===== src/rtl/uart_tx_param_pkg.sv =====
// Shared definitions for the parametrised UART transmitter.
//   t_uart_tx_state : transmitter FSM encoding (3-bit, ST_IDLE = 0)
//   PARITY_*        : values accepted by parm_PARITY
package uart_tx_param_pkg;

    typedef enum logic [2:0] {
        ST_IDLE   = 3'd0,
        ST_START  = 3'd1,
        ST_DATA   = 3'd2,
        ST_PARITY = 3'd3,
        ST_STOP   = 3'd4
    } t_uart_tx_state;

    localparam int PARITY_NONE = 0;
    localparam int PARITY_EVEN = 1;
    localparam int PARITY_ODD  = 2;

endpackage


===== src/rtl/uart_tx_sync_fifo.sv =====
// Single-clock first-word-fall-through FIFO feeding the UART transmitter.
//   clk, rst          : clock and synchronous active-high reset
//   wr_data, wr_en    : push; ignored while full
//   rd_en             : pop; ignored while empty
//   rd_data           : head entry, valid whenever empty is low
//   full, empty, count: occupancy status (count is registered)
module uart_tx_sync_fifo #(
    parameter int DEPTH = 16,
    parameter int WIDTH = 8
) (
    input  logic                     clk,
    input  logic                     rst,
    input  logic [WIDTH-1:0]         wr_data,
    input  logic                     wr_en,
    input  logic                     rd_en,
    output logic [WIDTH-1:0]         rd_data,
    output logic                     full,
    output logic                     empty,
    output logic [$clog2(DEPTH):0]   count
);

    localparam int AW = $clog2(DEPTH);
    localparam logic [AW:0]   FULL_CNT = DEPTH[AW:0];
    localparam logic [AW:0]   CNT_ONE  = 1;
    localparam logic [AW-1:0] PTR_ONE  = 1;

    logic [WIDTH-1:0] mem [DEPTH];
    logic [AW-1:0]    wr_ptr;
    logic [AW-1:0]    rd_ptr;
    logic             do_wr;
    logic             do_rd;

    assign full    = (count == FULL_CNT);
    assign empty   = (count == '0);
    assign do_wr   = wr_en && !full;
    assign do_rd   = rd_en && !empty;
    assign rd_data = mem[rd_ptr];

    always_ff @(posedge clk) begin
        if (rst) begin
            wr_ptr <= '0;
            rd_ptr <= '0;
            count  <= '0;
        end else begin
            if (do_wr) wr_ptr <= wr_ptr + PTR_ONE;
            if (do_rd) rd_ptr <= rd_ptr + PTR_ONE;
            // A simultaneous push and pop leaves the occupancy unchanged.
            case ({do_wr, do_rd})
                2'b10:   count <= count + CNT_ONE;
                2'b01:   count <= count - CNT_ONE;
                default: count <= count;
            endcase
        end
    end

    // Storage carries no reset; pointers define which entries are live.
    always_ff @(posedge clk) begin
        if (do_wr) mem[wr_ptr] <= wr_data;
    end

endmodule


===== src/rtl/uart_tx_param.sv =====
// Parametrised UART transmitter with a write FIFO.
//   i_clk_40mhz, i_rst_40mhz : clock, synchronous active-high reset
//   i_tx_data, i_tx_valid    : byte write; accepted when o_tx_ready is high
//   o_tx_ready               : FIFO not full
//   o_tx_almost_full         : fewer than parm_AF_MARGIN free slots
//   o_fifo_count             : FIFO occupancy
//   o_busy                   : frame in progress or bytes queued
//   eo_uart_tx               : registered serial line, idle high
module uart_tx_param
    import uart_tx_param_pkg::*;
#(
    parameter int parm_CLK_DIVISOR = 347,
    parameter int parm_DATA_BITS   = 8,
    parameter int parm_PARITY      = 0,
    parameter int parm_STOP_BITS   = 1,
    parameter int parm_FIFO_DEPTH  = 512,
    parameter int parm_AF_MARGIN   = 35
) (
    input  logic                               i_clk_40mhz,
    input  logic                               i_rst_40mhz,
    input  logic [7:0]                         i_tx_data,
    input  logic                               i_tx_valid,
    output logic                               o_tx_ready,
    output logic                               o_tx_almost_full,
    output logic [$clog2(parm_FIFO_DEPTH):0]   o_fifo_count,
    output logic                               o_busy,
    output logic                               eo_uart_tx
);

    localparam int CW = $clog2(parm_FIFO_DEPTH) + 1;

    if (parm_CLK_DIVISOR < 4 || parm_CLK_DIVISOR > 65535) begin : g_bad_div
        $error("uart_tx_param: parm_CLK_DIVISOR must be 4..65535");
    end
    if (parm_DATA_BITS < 5 || parm_DATA_BITS > 8) begin : g_bad_bits
        $error("uart_tx_param: parm_DATA_BITS must be 5..8");
    end
    if (parm_PARITY < PARITY_NONE || parm_PARITY > PARITY_ODD) begin : g_bad_par
        $error("uart_tx_param: parm_PARITY must be 0, 1 or 2");
    end
    if (parm_STOP_BITS < 1 || parm_STOP_BITS > 2) begin : g_bad_stop
        $error("uart_tx_param: parm_STOP_BITS must be 1 or 2");
    end
    if (parm_FIFO_DEPTH < 16 || parm_FIFO_DEPTH > 4096 ||
        (parm_FIFO_DEPTH & (parm_FIFO_DEPTH - 1)) != 0) begin : g_bad_depth
        $error("uart_tx_param: parm_FIFO_DEPTH must be a power of 2 in 16..4096");
    end
    if (parm_AF_MARGIN < 0 || parm_AF_MARGIN > parm_FIFO_DEPTH) begin : g_bad_af
        $error("uart_tx_param: parm_AF_MARGIN must be 0..parm_FIFO_DEPTH");
    end

    localparam logic [15:0]   BAUD_LAST = 16'(parm_CLK_DIVISOR - 1);
    localparam logic [2:0]    DATA_LAST = 3'(parm_DATA_BITS - 1);
    localparam logic [2:0]    STOP_LAST = 3'(parm_STOP_BITS - 1);
    // free < margin  <=>  count > depth - margin
    localparam logic [CW-1:0] AF_LEVEL  = CW'(parm_FIFO_DEPTH - parm_AF_MARGIN);
    localparam logic          ODD_PAR   = (parm_PARITY == PARITY_ODD);

    // ---------------------------------------------------------------- FIFO
    logic [7:0] fifo_head;
    logic       fifo_full;
    logic       fifo_empty;
    logic       pop;

    uart_tx_sync_fifo #(
        .DEPTH (parm_FIFO_DEPTH),
        .WIDTH (8)
    ) u_fifo (
        .clk     (i_clk_40mhz),
        .rst     (i_rst_40mhz),
        .wr_data (i_tx_data),
        .wr_en   (i_tx_valid),
        .rd_en   (pop),
        .rd_data (fifo_head),
        .full    (fifo_full),
        .empty   (fifo_empty),
        .count   (o_fifo_count)
    );

    assign o_tx_ready       = !fifo_full;
    assign o_tx_almost_full = (o_fifo_count > AF_LEVEL);

    // ------------------------------------------------------- baud counter
    logic [15:0] baud_cnt;
    logic        tick;

    assign tick = (baud_cnt == BAUD_LAST);

    always_ff @(posedge i_clk_40mhz) begin
        if (i_rst_40mhz)  baud_cnt <= '0;
        else if (tick)    baud_cnt <= '0;
        else              baud_cnt <= baud_cnt + 16'd1;
    end

    // ---------------------------------------------------------------- FSM
    // state_q names the bit currently on the line; line_q is loaded with
    // that bit on the same tick that enters the state.
    t_uart_tx_state              state_q, state_d;
    logic [2:0]                  idx_q, idx_d;   // data index, reused as stop count
    logic [parm_DATA_BITS-1:0]   shift_q, shift_d;
    logic                        line_q, line_d;
    logic                        parity_bit;

    assign parity_bit = (^shift_q) ^ ODD_PAR;

    always_ff @(posedge i_clk_40mhz) begin
        if (i_rst_40mhz) begin
            state_q <= ST_IDLE;
            idx_q   <= '0;
            shift_q <= '0;
            line_q  <= 1'b1;
        end else begin
            state_q <= state_d;
            idx_q   <= idx_d;
            shift_q <= shift_d;
            line_q  <= line_d;
        end
    end

    always_comb begin
        state_d = state_q;
        idx_d   = idx_q;
        shift_d = shift_q;
        line_d  = line_q;
        pop     = 1'b0;
        if (tick) begin
            unique case (state_q)
                ST_IDLE: begin
                    line_d = 1'b1;
                    if (!fifo_empty) begin
                        state_d = ST_START;
                        shift_d = fifo_head[parm_DATA_BITS-1:0];
                        pop     = 1'b1;
                        line_d  = 1'b0;
                    end
                end
                ST_START: begin
                    state_d = ST_DATA;
                    idx_d   = '0;
                    line_d  = shift_q[0];
                end
                ST_DATA: begin
                    if (idx_q == DATA_LAST) begin
                        idx_d = '0;
                        if (parm_PARITY != PARITY_NONE) begin
                            state_d = ST_PARITY;
                            line_d  = parity_bit;
                        end else begin
                            state_d = ST_STOP;
                            line_d  = 1'b1;
                        end
                    end else begin
                        idx_d  = idx_q + 3'd1;
                        line_d = shift_q[idx_d];
                    end
                end
                ST_PARITY: begin
                    state_d = ST_STOP;
                    idx_d   = '0;
                    line_d  = 1'b1;
                end
                ST_STOP: begin
                    line_d = 1'b1;
                    if (idx_q == STOP_LAST) begin
                        idx_d = '0;
                        // Chain straight into the next start bit when data waits.
                        if (!fifo_empty) begin
                            state_d = ST_START;
                            shift_d = fifo_head[parm_DATA_BITS-1:0];
                            pop     = 1'b1;
                            line_d  = 1'b0;
                        end else begin
                            state_d = ST_IDLE;
                        end
                    end else begin
                        idx_d = idx_q + 3'd1;
                    end
                end
                default: begin
                    state_d = ST_IDLE;
                    idx_d   = '0;
                    line_d  = 1'b1;
                end
            endcase
        end
    end

    assign eo_uart_tx = line_q;
    assign o_busy     = (state_q != ST_IDLE) || !fifo_empty;

endmodule


===== config.mk =====
export PLATFORM = sky130hd
export DESIGN_NAME = uart_tx_param
export DESIGN_NICKNAME = d
export VERILOG_FILES = /design/src/rtl/uart_tx_param_pkg.sv /design/src/rtl/uart_tx_sync_fifo.sv /design/src/rtl/uart_tx_param.sv
export SDC_FILE = /design/constraint.sdc
export NUM_CORES = 2
export LEC_CHECK = 0
export CAP_MARGIN = 30
export CORE_ASPECT_RATIO = 1.25
export CORE_MARGIN = 2
export CORE_UTILIZATION = 60
export CTS_BUF_LIST = sky130_fd_sc_hd__clkbuf_8 sky130_fd_sc_hd__clkbuf_16
export DETAILED_ROUTE_END_ITERATION = 10
export GPL_ROUTABILITY_DRIVEN = 1
export PLACE_DENSITY = 0.76
export SKIP_CTS_REPAIR_TIMING = 1
export SLEW_MARGIN = 20
export SYNTH_ARGS = -nofsm -noshare
export SYNTH_HDL_FRONTEND = slang
export SYNTH_SLANG_ARGS = --single-unit

===== constraint.sdc =====
create_clock -name i_clk_40mhz -period 4.7 [get_ports i_clk_40mhz]
set_clock_uncertainty 0.05 [all_clocks]
set_input_delay 0.705 -clock i_clk_40mhz [delete_from_list [all_inputs] [get_ports i_clk_40mhz]]
set_output_delay 0.705 -clock i_clk_40mhz [all_outputs]
set_load 0.01 [all_outputs]

# After elaboration in Yosys (flattened, before gate mapping)
# Memory sizes are Yosys's and may differ from the RTL's. A register that Yosys moved wholly into a read port is not among the register bits.
# Cells that the tools add are included.
op_classes:
  reduce_logical: 15
  n_lt_le_gt_ge: 2
  eq_ne: 12
  n_mux: 26
  add_sub_neg: 6
  bitwise: 1
op_table:
  columns: ["cell", "n"]
  rows:
  - ["$pmux W10 S2", 1]
  - ["$add A9 B1 Y9 const B", 2]
  - ["$mux W9", 2]
  - ["$add A16 B1 Y16 const B", 1]
  - ["$eq A16 B9 Y1 const B", 1]
  - ["$mux W8", 2]
  - ["$pmux W8 S2", 1]
  - ["$mux W3", 5]
  - ["$pmux W3 S5", 1]
  - ["$add A10 B1 Y10 const B", 1]
  - ["$eq A10 B10 Y1 const B", 1]
  - ["$gt A10 B9 Y1 const B", 1]
  - ["$logic_not A10 Y1", 1]
  - ["$mux W1", 10]
  - ["$sub A10 B1 Y10 const B", 1]
  - ["$pmux W3 S3", 1]
  - ["$eq A3 B2 Y1 const B", 2]
  - ["$eq A3 B3 Y1 const B", 2]
  - ["$logic_not A3 Y1", 2]
  - ["$ne A2 B2 Y1 const B", 3]
  - ["$lt A3 B4 Y1 const B", 1]
  - ["$pmux W1 S4", 1]
  - ["$reduce_and A4 Y1", 1]
  - ["$reduce_bool A2 Y1", 2]
  - ["other kinds (14)", 16]
word_totals:
  ramBits: 4096
  n_memories: 1
  inputBits: 11
  regBits: 59
  output_inout_bits: 14
mem_list:
  columns: ["name", "depth", "word_bits", "read_ports", "rd_ports_with_merged_regs", "wr", "line_no", "source"]
  rows:
  - ["u_fifo.mem", 512, 8, 1, 1, 1, "uart_tx_sync_fifo.sv:27", "logic [WIDTH-1:0] mem [DEPTH];"]

# Longest topological paths before layout
logic_depth:
  word_depth: 8
  ltp_mapped: 20

# By module
# Synthesis repeated with hierarchy kept, for this count alone.
hier_totals:
  hier_cells: 8394
  hier_area_um2: 164423.9
by_module_without_submodules:
  columns: ["module", "cells_per_inst", "area_each_um2", "seq_area_each_um2", "n_inst"]
  rows:
  - ["uart_tx_sync_fifo", 8225, 162913.7, 123738.7, 1]
  - ["uart_tx_param", 169, 1510.2, 620.6, 1]

# Worst setup path before layout
# No wires, ideal clock.
synth_path:
  kind: "reg-to-reg"
  start: "register u_fifo.count[5]"
  end: "register u_fifo.count[6]"
  path_buffers: 5
  path_stages_with_launch: 19
  setup_time_ps: 128
  required_time_ps: 4522
  path_slack_ps: 608
  t_arrival_ps: 3914
  path_cell_list: "dfxtp_1 clkbuf_1 nor4_1 nand3_1 and4_1 buf_2 buf_2 ha_1 clkbuf_1 clkbuf_1 xor2_1 ha_1 a21oi_1 o21ai_0 a221oi_1 o211ai_1 a21oi_1 xnor2_1 nor2_1"
synth_between:
  elab_chain_cells: 8
  word_cells_on_any_way: 16
synth_rtl:
  columns: ["item", "line_no", "source"]
  rows:
  - ["start, declared", "uart_tx_sync_fifo.sv:19", "output logic [$clog2(DEPTH):0] count"]
  - ["start signal, assigned", "uart_tx_sync_fifo.sv:49", "2'b10: count <= count + CNT_ONE;"]
  - ["start signal, assigned", "uart_tx_sync_fifo.sv:50", "2'b01: count <= count - CNT_ONE;"]
  - ["start signal, assigned", "uart_tx_sync_fifo.sv:51", "default: count <= count;"]
  - ["$logic_not A10 Y1", "uart_tx_sync_fifo.sv:34", "assign empty = (count == '0);"]
  - ["$mux W1", "uart_tx_param.sv:130, uart_tx_param.sv:167", null]
  - ["$mux W1", "uart_tx_param.sv:164", "if (idx_q == STOP_LAST) begin"]
  - ["$pmux W1 S2", "uart_tx_param.sv:127", "unique case (state_q)"]
  - ["$mux W1", "uart_tx_param.sv:126", "if (tick) begin"]
  - ["$logic_and A1 B1 Y1", "uart_tx_sync_fifo.sv:36", "assign do_rd = rd_en && !empty;"]
  - ["$eq A2 B1 Y1 / $eq A2 B2 Y1 (equally long branches)", "uart_tx_sync_fifo.sv:48", "case ({do_wr, do_rd})"]
  - ["$pmux W10 S2 / $reduce_bool A2 Y1 (equally long branches)", null, null]
# Several ways; a longest one is shown, not always the timed one.
# A chain may end at the register's enable or synchronous reset.

==> results.toml <==
[run]
drv_cap = 0

[setup_path]
max_stage_delay_ns = 0.92
path_cells = "buf_12 > buf_4 > nand2b_1 > buf_4 > o22ai_1 > o311ai_0 > nor3_1 > a2111oi_0 > buf_4 > o32ai_1"
arrival_ns = 5.48
r2r_setup_slack_ns = -0.02
path_max_fanout = 45
startpoint_type = "register"
required_ns = 5.46
end_kind = "register"
critPathKind = "reg -> reg"
crit_slowest_cell = "nor3_1"
r2r-end = "shift_q[1]$_SDFFE_PP0P_"
ff2ff_path_depth = 10
path_common_cell = "buf_4"

[grt]
antenna_found_initial = 25
grt-busiest-layer = "met2"
gr-total-overflow = 0
grt_use_total_pct = 32.9
grt_pass1_vias = 85193
use_met2_pct = 51.7
use_met3_pct = 8.16
grt_pass1_wl_mm = 636
grt_util_met1_pct = 40.5
grt_max_degree = 130

[timing]
finalSetupTns_ns = -0.0157
hold_ws_ns = 0.143
finalCriticalPeriod_ns = 4.72
final-max-slew-violation-count = 0
worst-slew-pin-transition_ns = 1.18
rsz0062_at_grt = "false"
max_freq_mhz = 212
finalHoldViolations = 0
relSlewSlack_pct = 21.6
setup_violations = 1
final.setup.worst_slack_ns = -0.0157
min_period_over_period_pct = 100

[finish]
post-route-util_pct = 67.4
design_area_sq_mm = 0.182
drive_above_1_share_pct = 24.5
nets = 8351
area_growth_pct = 11.8

[clocking]
htreeDepth = 5
cts_root_buf = "clkbuf_16"
cts_tree = "built"
cts.reportedPaths.clkPinSlew_ns = 0.07
clk_latency_ns = 0.94
cts_buffers = 378
clockBufferDepth = 4
cts_sinks = 4164

[pwr]
ir_drop_v = 0.000334
power.density_mw_per_mm2 = 397
p_leak_nw = 55.5

[outcome]
outcome = "finished, violations left"
violations = "design-rule violations, negative setup slack"

[worst_hold_path]
holdCritPathClass = "in -> reg"
min_to = "u_fifo.wr_ptr[5]$_SDFFE_PP0P_"
min-delay-start = "i_rst_40mhz"
min_delay_path_depth = 2

[drt]
vias = 86356
drc = 1
wl_per_cell_microns = 37.2
drt-pass1-iter-count = 11
drt-total-wl_mm = 454
detail-route-antenna-nets = 0
drtIter0Drc = 13559
drt-vias-per-instance = 7.06

[placement]
gp_congestion = 0.966
place_area_sq_mm = 0.169
place_hpwl_mm = 282
place_ws_ns = -0.115
port_buffers = 24

[logic_synthesis]
yosys_most_used_dff = "edfxtp_1"
syn-cell-area_sq_mm = 0.162
ys_types = 85
async_flop_share_pct = 0
seq_area_frac_synth_pct = 76.6
syn_nets = 7919
netlist_instances = 7895
yosys_warnings = 0
synth_edf_count = 4096
synthDominantCellAreaShare_pct = 75.7
avgSynthCellArea_sq_um = 20.6
ys_ff_latch = 4164
ys_top_cells_by_area = "edfxtp_1 (76%), mux4_2 (13%), nor2_1 (1.6%)"
yosysTopAreaCell = "edfxtp_1"

[die]
rows = 213
start_util_pct = 60.3
ios = 25
die_w_microns = 469
dieHeight_microns = 586
core_sq_mm = 0.269
design.die.area_sq_mm = 0.275
## per-layer routing
layer,vias up,routed length [microns]
li1,33587,-
met1,44411,145000
met2,6876,216000
met3,1470,54500
met4,12,38300
met5,-,152
## cells in the mapped netlist (all sizes together), types with 16 or more instances
cell    instances
edfxtp       4096
mux4          963
nor2          681
buf           299
mux2i         249
nand2         235
clkbuf        187
o22ai         125
a21oi         102
nor3           92
a22oi          85
o21ai          83
dfxtp          68
a211oi         53
nand3          51
o221ai         43
mux2           33
nand4          33
nor2b          33
nor4           27
and2           25
nand2b         22
xor2           20
a31oi          18
or3            17
a221oi         16
inv            16
xnor2          16
## final cells by class
| type | instances | area [sq um] |
|---|---|---|
| Fill cell | 15980 | 87800 |
| Antenna cell | 48 | 120 |
| Sequential cell | 4164 | 124000 |
| Inverter | 18 | 73.8 |
| Timing Repair Buffer | 538 | 5090 |
| Tap cell | 3547 | 4440 |
| Multi-Input combinational cell | 3227 | 35500 |
| Clock inverter | 289 | 2320 |
| Clock buffer | 393 | 9780 |
## per-stage QoR
| step | power [W] | std cells |
|---|---|---|
| detailed placement | 0.0425 | 11486 |
| floorplan | 0.0417 | 7895 |
| finish | 0.0722 | 12224 |
| global placement | 0.0424 | 11480 |
| global route | 0.0736 | 12192 |
| CTS | 0.0722 | 12168 |
## cell usage in the layout (no fill, tap or decap), types with 43 or more instances in the layout
cell       netlist  routed
clkinv_1         2      91
nand3_1         51      51
o22ai_1        125     125
diode_2          0      48
dfxtp_1         68      60
a211oi_1        53      52
buf_12           6      76
mux2i_1        249     249
o21ai_0         82      80
o221ai_1        43      43
inv_1           13      82
clkinv_2         0      64
nor3_1          92      86
a21oi_1        102      99
mux4_2         950     950
edfxtp_1      4096    4096
buf_4           80     432
nor2_1         680     679
a22oi_1         85      85
nand2_1        234     217
clkbuf_16        0     388
## report_power, final
part,switching [W],internal (W)
Clock,0.0134,0.0171
Combinational,0.000805,0.000128
Sequential,0.0000131,0.0408
## flip-flops by register name, indices dropped and copies added, names as in the netlist, named ones only
register / count
u_fifo.rd_ptr: 9
eo_uart_tx: 1
idx_q: 3
state_q: 3
u_fifo.count: 10
u_fifo.mem: 4096
baud_cnt: 16
shift_q: 8
u_fifo.wr_ptr: 9
## worst max-delay path by stage
stage                     cells after the start                          from  slack, ns                            to
after CTS                                     9                      register      -0.19       shift_q[1]$_SDFFE_PP0P_
after global routing                         10                      register       0.05       shift_q[1]$_SDFFE_PP0P_
after global placement                        9                      register      -0.17       shift_q[1]$_SDFFE_PP0P_
after floorplan                              18  u_fifo.count[5]$_SDFFE_PP0P_       0.61  u_fifo.count[6]$_SDFFE_PP0P_
final                                        10                      register      -0.02       shift_q[1]$_SDFFE_PP0P_
after detailed placement                      9                      register      -0.11       shift_q[1]$_SDFFE_PP0P_
## logic make-up (layout without fill, tap and decap cells)
kind of cell | count (synthesis) | count (layout) | share of synthesized area (%)
DFF | 4164 | 4164 | 76.6
buffers and inverters | 504 | 1238 | 1.78
and+or+nand+nor | 1291 | 1291 | 3.53
xor gates and xnor gates | 36 | 36 | 0.194
adders and majority gates | 13 | 13 | 0.100
other | 0 | 48 | 0
muxes | 1245 | 1245 | 15.1
AOI/OAI and AO/OA | 642 | 642 | 2.70
## worst max-delay path: cells and delay by family, from the launching register on
family,cells,cell delay [ns]
and+or+nand+nor,2,1.27
buffers and inverters,4,1.46
DFF,1,0.76
AOI/OAI and AO/OA,4,0.99
(Power assumes the default switching activity.)
